===== config.mk =====
export PLATFORM = sky130hd
export DESIGN_NAME = mux_sel_arbiter
export DESIGN_NICKNAME = d
export VERILOG_FILES = /design/src/rtl/mux_pkg.sv /design/src/rtl/rr_pick.sv /design/src/rtl/mux_sel_arbiter.sv
export SDC_FILE = /design/constraint.sdc
export NUM_CORES = 1
export LEC_CHECK = 0
export CORE_MARGIN = 2
export CORE_UTILIZATION = 40
export CTS_BUF_LIST = sky130_fd_sc_hd__clkbuf_4
export DETAILED_ROUTE_END_ITERATION = 10
export PLACE_DENSITY = 0.61
export SLEW_MARGIN = 0
export SYNTH_ARGS = -nofsm -noshare
export SYNTH_HDL_FRONTEND = slang
export SYNTH_SLANG_ARGS = --single-unit

===== constraint.sdc =====
create_clock -name clk -period 2.1 [get_ports clk]
set_input_delay 0.21 -clock clk [delete_from_list [all_inputs] [get_ports clk]]
set_output_delay 0.21 -clock clk [all_outputs]
set_load 0.05 [all_outputs]

===== src/rtl/mux_pkg.sv =====
// rtl/mux_pkg.sv - shared constants and state encoding for the mux select arbiter
package mux_pkg;

  localparam int N_CH  = 4;
  localparam int SEL_W = 2;

  typedef enum logic [1:0] {
    ST_IDLE  = 2'd0,
    ST_GRANT = 2'd1,
    ST_HOLD  = 2'd2
  } state_t;

endpackage


===== src/rtl/rr_pick.sv =====
// rtl/rr_pick.sv - round-robin pick: first set request after ptr, wrapping mod N_CH
module rr_pick
  import mux_pkg::*;
(
  input  logic [N_CH-1:0]  req,
  input  logic [SEL_W-1:0] ptr,
  output logic [SEL_W-1:0] idx,
  output logic             found
);

  logic [SEL_W-1:0] cand;

  // Scan from the farthest candidate back to ptr+1 so the nearest requester after ptr wins.
  // The SEL_W-bit add wraps naturally, which is the rotate / rotate-back.
  always_comb begin
    idx   = '0;
    found = 1'b0;
    cand  = '0;
    for (int k = N_CH; k >= 1; k--) begin
      cand = ptr + k[SEL_W-1:0];
      if (req[cand]) begin
        idx   = cand;
        found = 1'b1;
      end
    end
  end

endmodule


===== src/rtl/mux_sel_arbiter.sv =====
// rtl/mux_sel_arbiter.sv - round-robin arbiter driving the 4:1 mux select with a dwell hold
module mux_sel_arbiter
  import mux_pkg::*;
#(
  parameter int DWELL = 4,
  parameter int CNT_W = 8
) (
  input  logic             clk,
  input  logic             rst_n,
  input  logic [N_CH-1:0]  req,
  output logic [SEL_W-1:0] sel,
  output logic [N_CH-1:0]  gnt,
  output logic             gnt_valid,
  input  logic             gnt_ready,
  output logic             busy
);

  localparam logic [CNT_W-1:0] CNT_LOAD = CNT_W'(DWELL - 1);
  localparam logic [N_CH-1:0]  ONE_HOT0 = {{(N_CH-1){1'b0}}, 1'b1};

  state_t           state;
  logic [SEL_W-1:0] ptr;
  logic [CNT_W-1:0] cnt;
  logic [SEL_W-1:0] pick_idx;
  logic             pick_found;

  rr_pick u_pick (
    .req   (req),
    .ptr   (ptr),
    .idx   (pick_idx),
    .found (pick_found)
  );

  // Grant FSM: offer in GRANT, hold sel for the dwell window in HOLD, all outputs registered.
  always_ff @(posedge clk) begin
    if (!rst_n) begin
      state     <= ST_IDLE;
      ptr       <= SEL_W'(N_CH - 1);
      cnt       <= '0;
      sel       <= '0;
      gnt       <= '0;
      gnt_valid <= 1'b0;
      busy      <= 1'b0;
    end else begin
      case (state)
        ST_IDLE: begin
          gnt <= '0;
          if (pick_found) begin
            sel       <= pick_idx;
            gnt       <= ONE_HOT0 << pick_idx;
            gnt_valid <= 1'b1;
            busy      <= 1'b1;
            state     <= ST_GRANT;
          end
        end
        ST_GRANT: begin
          // Acceptance wins over a same-cycle withdrawal.
          if (gnt_ready) begin
            gnt_valid <= 1'b0;
            cnt       <= CNT_LOAD;
            ptr       <= sel;
            state     <= ST_HOLD;
          end else if (!req[sel]) begin
            gnt       <= '0;
            gnt_valid <= 1'b0;
            busy      <= 1'b0;
            state     <= ST_IDLE;
          end
        end
        ST_HOLD: begin
          if (cnt == '0) begin
            gnt   <= '0;
            busy  <= 1'b0;
            state <= ST_IDLE;
          end else begin
            cnt <= cnt - 1'b1;
          end
        end
        default: begin
          gnt       <= '0;
          gnt_valid <= 1'b0;
          busy      <= 1'b0;
          state     <= ST_IDLE;
        end
      endcase
    end
  end

endmodule


==> metrics <==
fin crit share 92.0%; CTS Hold Buffers Added 0; wire length per cell approximately 14 um; hold depth 2; Critical Path Max Stage Delay 0.53 ns; Yosys Warn Count 0; critical-path cell list inv_1 > ha_1 > nor3b_1 > a211o_1 > a2111oi_0 > mux2i_1; I/O Pins 15; CTS buffer count 3; Hold Vio Cnt, Final 0; PwrDens around 740 mW/mm^2; Worst-path clk slew ~0.12 ns; Slowest-stage cell, CP a2111oi_0; VDD IR max approximately 0.41 mV; HPWL Detailed 1790 um; net count after synthesis 120; dpl ws 0.0403 ns; Detail Route Antenna Nets 0; die width roughly 55 um; Sw Ratio 35.3%; #FFs+latches synth 20; Worst Path Required 2.34 ns; Mapped Area around 0.0010 sq mm; Hold Crit Class reg -> reg; area growth from synthesis to layout 24.4%; total number of vias about 930; Setup-failing EPs final 0; WP data arrival roughly 2.2 ns; Setup crit start kind flip-flop; drc violations 0; Longest Clk Path Bufs 2; CTS H-tree depth 1; Detailed Route WL ~2300 um; Critical Path Stages 6; status finished clean; CTS Root Cell clkbuf_4; Total Routing Usage GR between 15 and 20%; Setup Crit Path Kind reg -> reg; initial antenna violation count 0; remaining global-route overflow 0; sequential cell area fraction in the yosys report roughly two fifths; worst-skew pair later-pin latency around 0.30 ns; Placed Instances 160; setup ws final roughly 0.17 ns; largest cells by area after synthesis dfxtp_1, mux2i_1, nand2_1; Slew headroom about three fifths; Clock Power Share roughly a fifth; RSZ-0062 raised after global routing no; DIE AREA a little over 0.003 sq mm; CTS sink cnt 20; kind of cell adding the most delay to the critical path compound AO/OA/AOI/OAI gates; post-synthesis cell type count 41; first-pass GRT wire length just under 4000 um; max-slew violation count 0; RD Place Congestion about 0.80; DIE HEIGHT 55.1 um; # rows 18; post-DR vias/cell around 5.7; switching power 339 uW; Synth Flop Type dfxtp_1; vias in the first global route ~910; WP buf/inv 1; post-synth top area cell dfxtp_1; Final TNS setup 0 ns; fin cells between 150 and 200; Worst Setup End Kind flip-flop; fin crit period roughly 1.9 ns; Tot Pwr between 900 and 1000 uW; CORE AREA around 0.0025 sq mm; Gates resized, CTS repair 0; Pre-Repair DR Iteration Count 4; Worst Skew between 0.001 and 0.0015 ns; synthesized area per cell about 9.4 sq um; Nets 144; fmax between 0.5 and 0.6 GHz; post-synth top area share roughly two fifths; Initial Util between 40% and 50%; Synth Instances 111; Iteration-0 DRC Markers 28; ANT cells 0; P_int between 600 and 700 uW; worst-case reg-to-reg path depth 6; Post-CTS Setup Bufs 0; peak fanout along the critical path 3; # port buffers 14; proportion of layout cells with a drive suffix above 1 about 17%; Post-synth EDFFs 0; Reg power frac about 48%; part of the power in combinational logic 32.4%; Leak 0.000522 uW; asr flop ratio synth 0%; largest net degree at the start of global routing 15; final hold slack around 0.48 ns; slew at the pin with the worst max-slew slack between 0.5 and 0.6 ns; max_cap viols 0; CTS tree yes
flip-flops by register name, summed over array words and instances, names as in the netlist:
signal     cells
sel            2
busy           1
gnt_valid      1
cnt            8
gnt            4
state          2
ptr            2
per-layer routing:
metal | wire, um | track usage, %
met1 | 1190 | 25.5
met2 | 1070 | 26.2
met3 | 64 | 3.76
met4 | 13 | 9.35
met5 | 0 | 0
kinds of logic after synthesis:
logic type      count (synthesis)  synth area share [%]
buf+inv                        10                  4.07
simple gates                   40                  21.8
fa+ha+maj                       2                  2.39
flops                          20                  38.3
compound gates                 30                  24.0
mux                             6                  6.94
xor+xnor                        3                  2.51
final cells by class:
cell class,count,area [sq um]
timing repair buffer,24,215
clock buffer,3,22.5
clock inverter,1,3.75
fill,246,1180
multi-input combinational,81,603
tap,30,37.5
sequential,20,400
inverter,5,18.8
worst paths after layout:
| path | start | end | slack [ns] |
|---|---|---|---|
| setup reg to reg | cnt[1]$_SDFFE_PN0P_ | cnt[4]$_SDFFE_PN0P_ | 0.17 |
| setup / recovery | cnt[1]$_SDFFE_PN0P_ | cnt[4]$_SDFFE_PN0P_ | 0.17 |
| hold / removal | gnt[2]$_SDFFE_PN0P_ | gnt[2]$_SDFFE_PN0P_ | 0.48 |
| hold reg to reg | gnt[2]$_SDFFE_PN0P_ | gnt[2]$_SDFFE_PN0P_ | 0.48 |
worst reg2reg max path, cell delays in order, from the launching register on:
cell	delay [ns]
dfxtp_1	0.38
inv_1	0.07
ha_1	0.18
nor3b_1	0.16
a211o_1	0.31
a2111oi_0	0.53
mux2i_1	0.23
placed cells by master, fill, tap and decap left out, types with 2 or more instances in the layout:
cell | synthesis | final
a2111oi_0 | 2 | 2
a2111oi_2 | 2 | 2
a211oi_1 | 3 | 3
a21oi_1 | 3 | 3
a31oi_1 | 2 | 2
buf_4 | 1 | 10
clkbuf_4 | 0 | 3
clkdlybuf4s50_1 | 0 | 14
dfxtp_1 | 20 | 20
ha_1 | 2 | 2
inv_1 | 5 | 5
mux2i_1 | 5 | 5
nand2_1 | 11 | 11
nand2b_1 | 4 | 4
nand3_1 | 2 | 2
nor2_1 | 6 | 6
nor3_1 | 2 | 2
o211a_1 | 3 | 3
o21ai_0 | 2 | 2
o32ai_1 | 4 | 4
or2_2 | 4 | 4
or4_1 | 3 | 3
xnor2_1 | 3 | 3
per-stage QoR:
stage / util, % / area, sq um
6_report: 52.5 / 1300
5_1_grt: 52.5 / 1300
4_1_cts: 52.5 / 1300
3_5_place_dp: 51.5 / 1270
3_3_place_gp: 51.5 / 1270
2_1_floorplan: - / 1050
cell usage after synthesis, drive strengths merged, types with 4 or more instances:
cell,instances
nand2b,4
o32ai,4
dfxtp,20
nand2,11
or2,4
inv,5
a2111oi,4
mux2i,5
nor2,6
power by group through the flow:
| stage | Combinational (uW) | Clock (uW) | Sequential, uW |
|---|---|---|---|
| global route | 342 | 210 | 465 |
| global placement | 309 | 0 | 464 |
| finish | 312 | 193 | 457 |
| detailed placement | 311 | 0 | 466 |
| floorplan | 160 | 0 | 511 |
| CTS | 313 | 199 | 457 |
(Power assumes the default switching activity.)
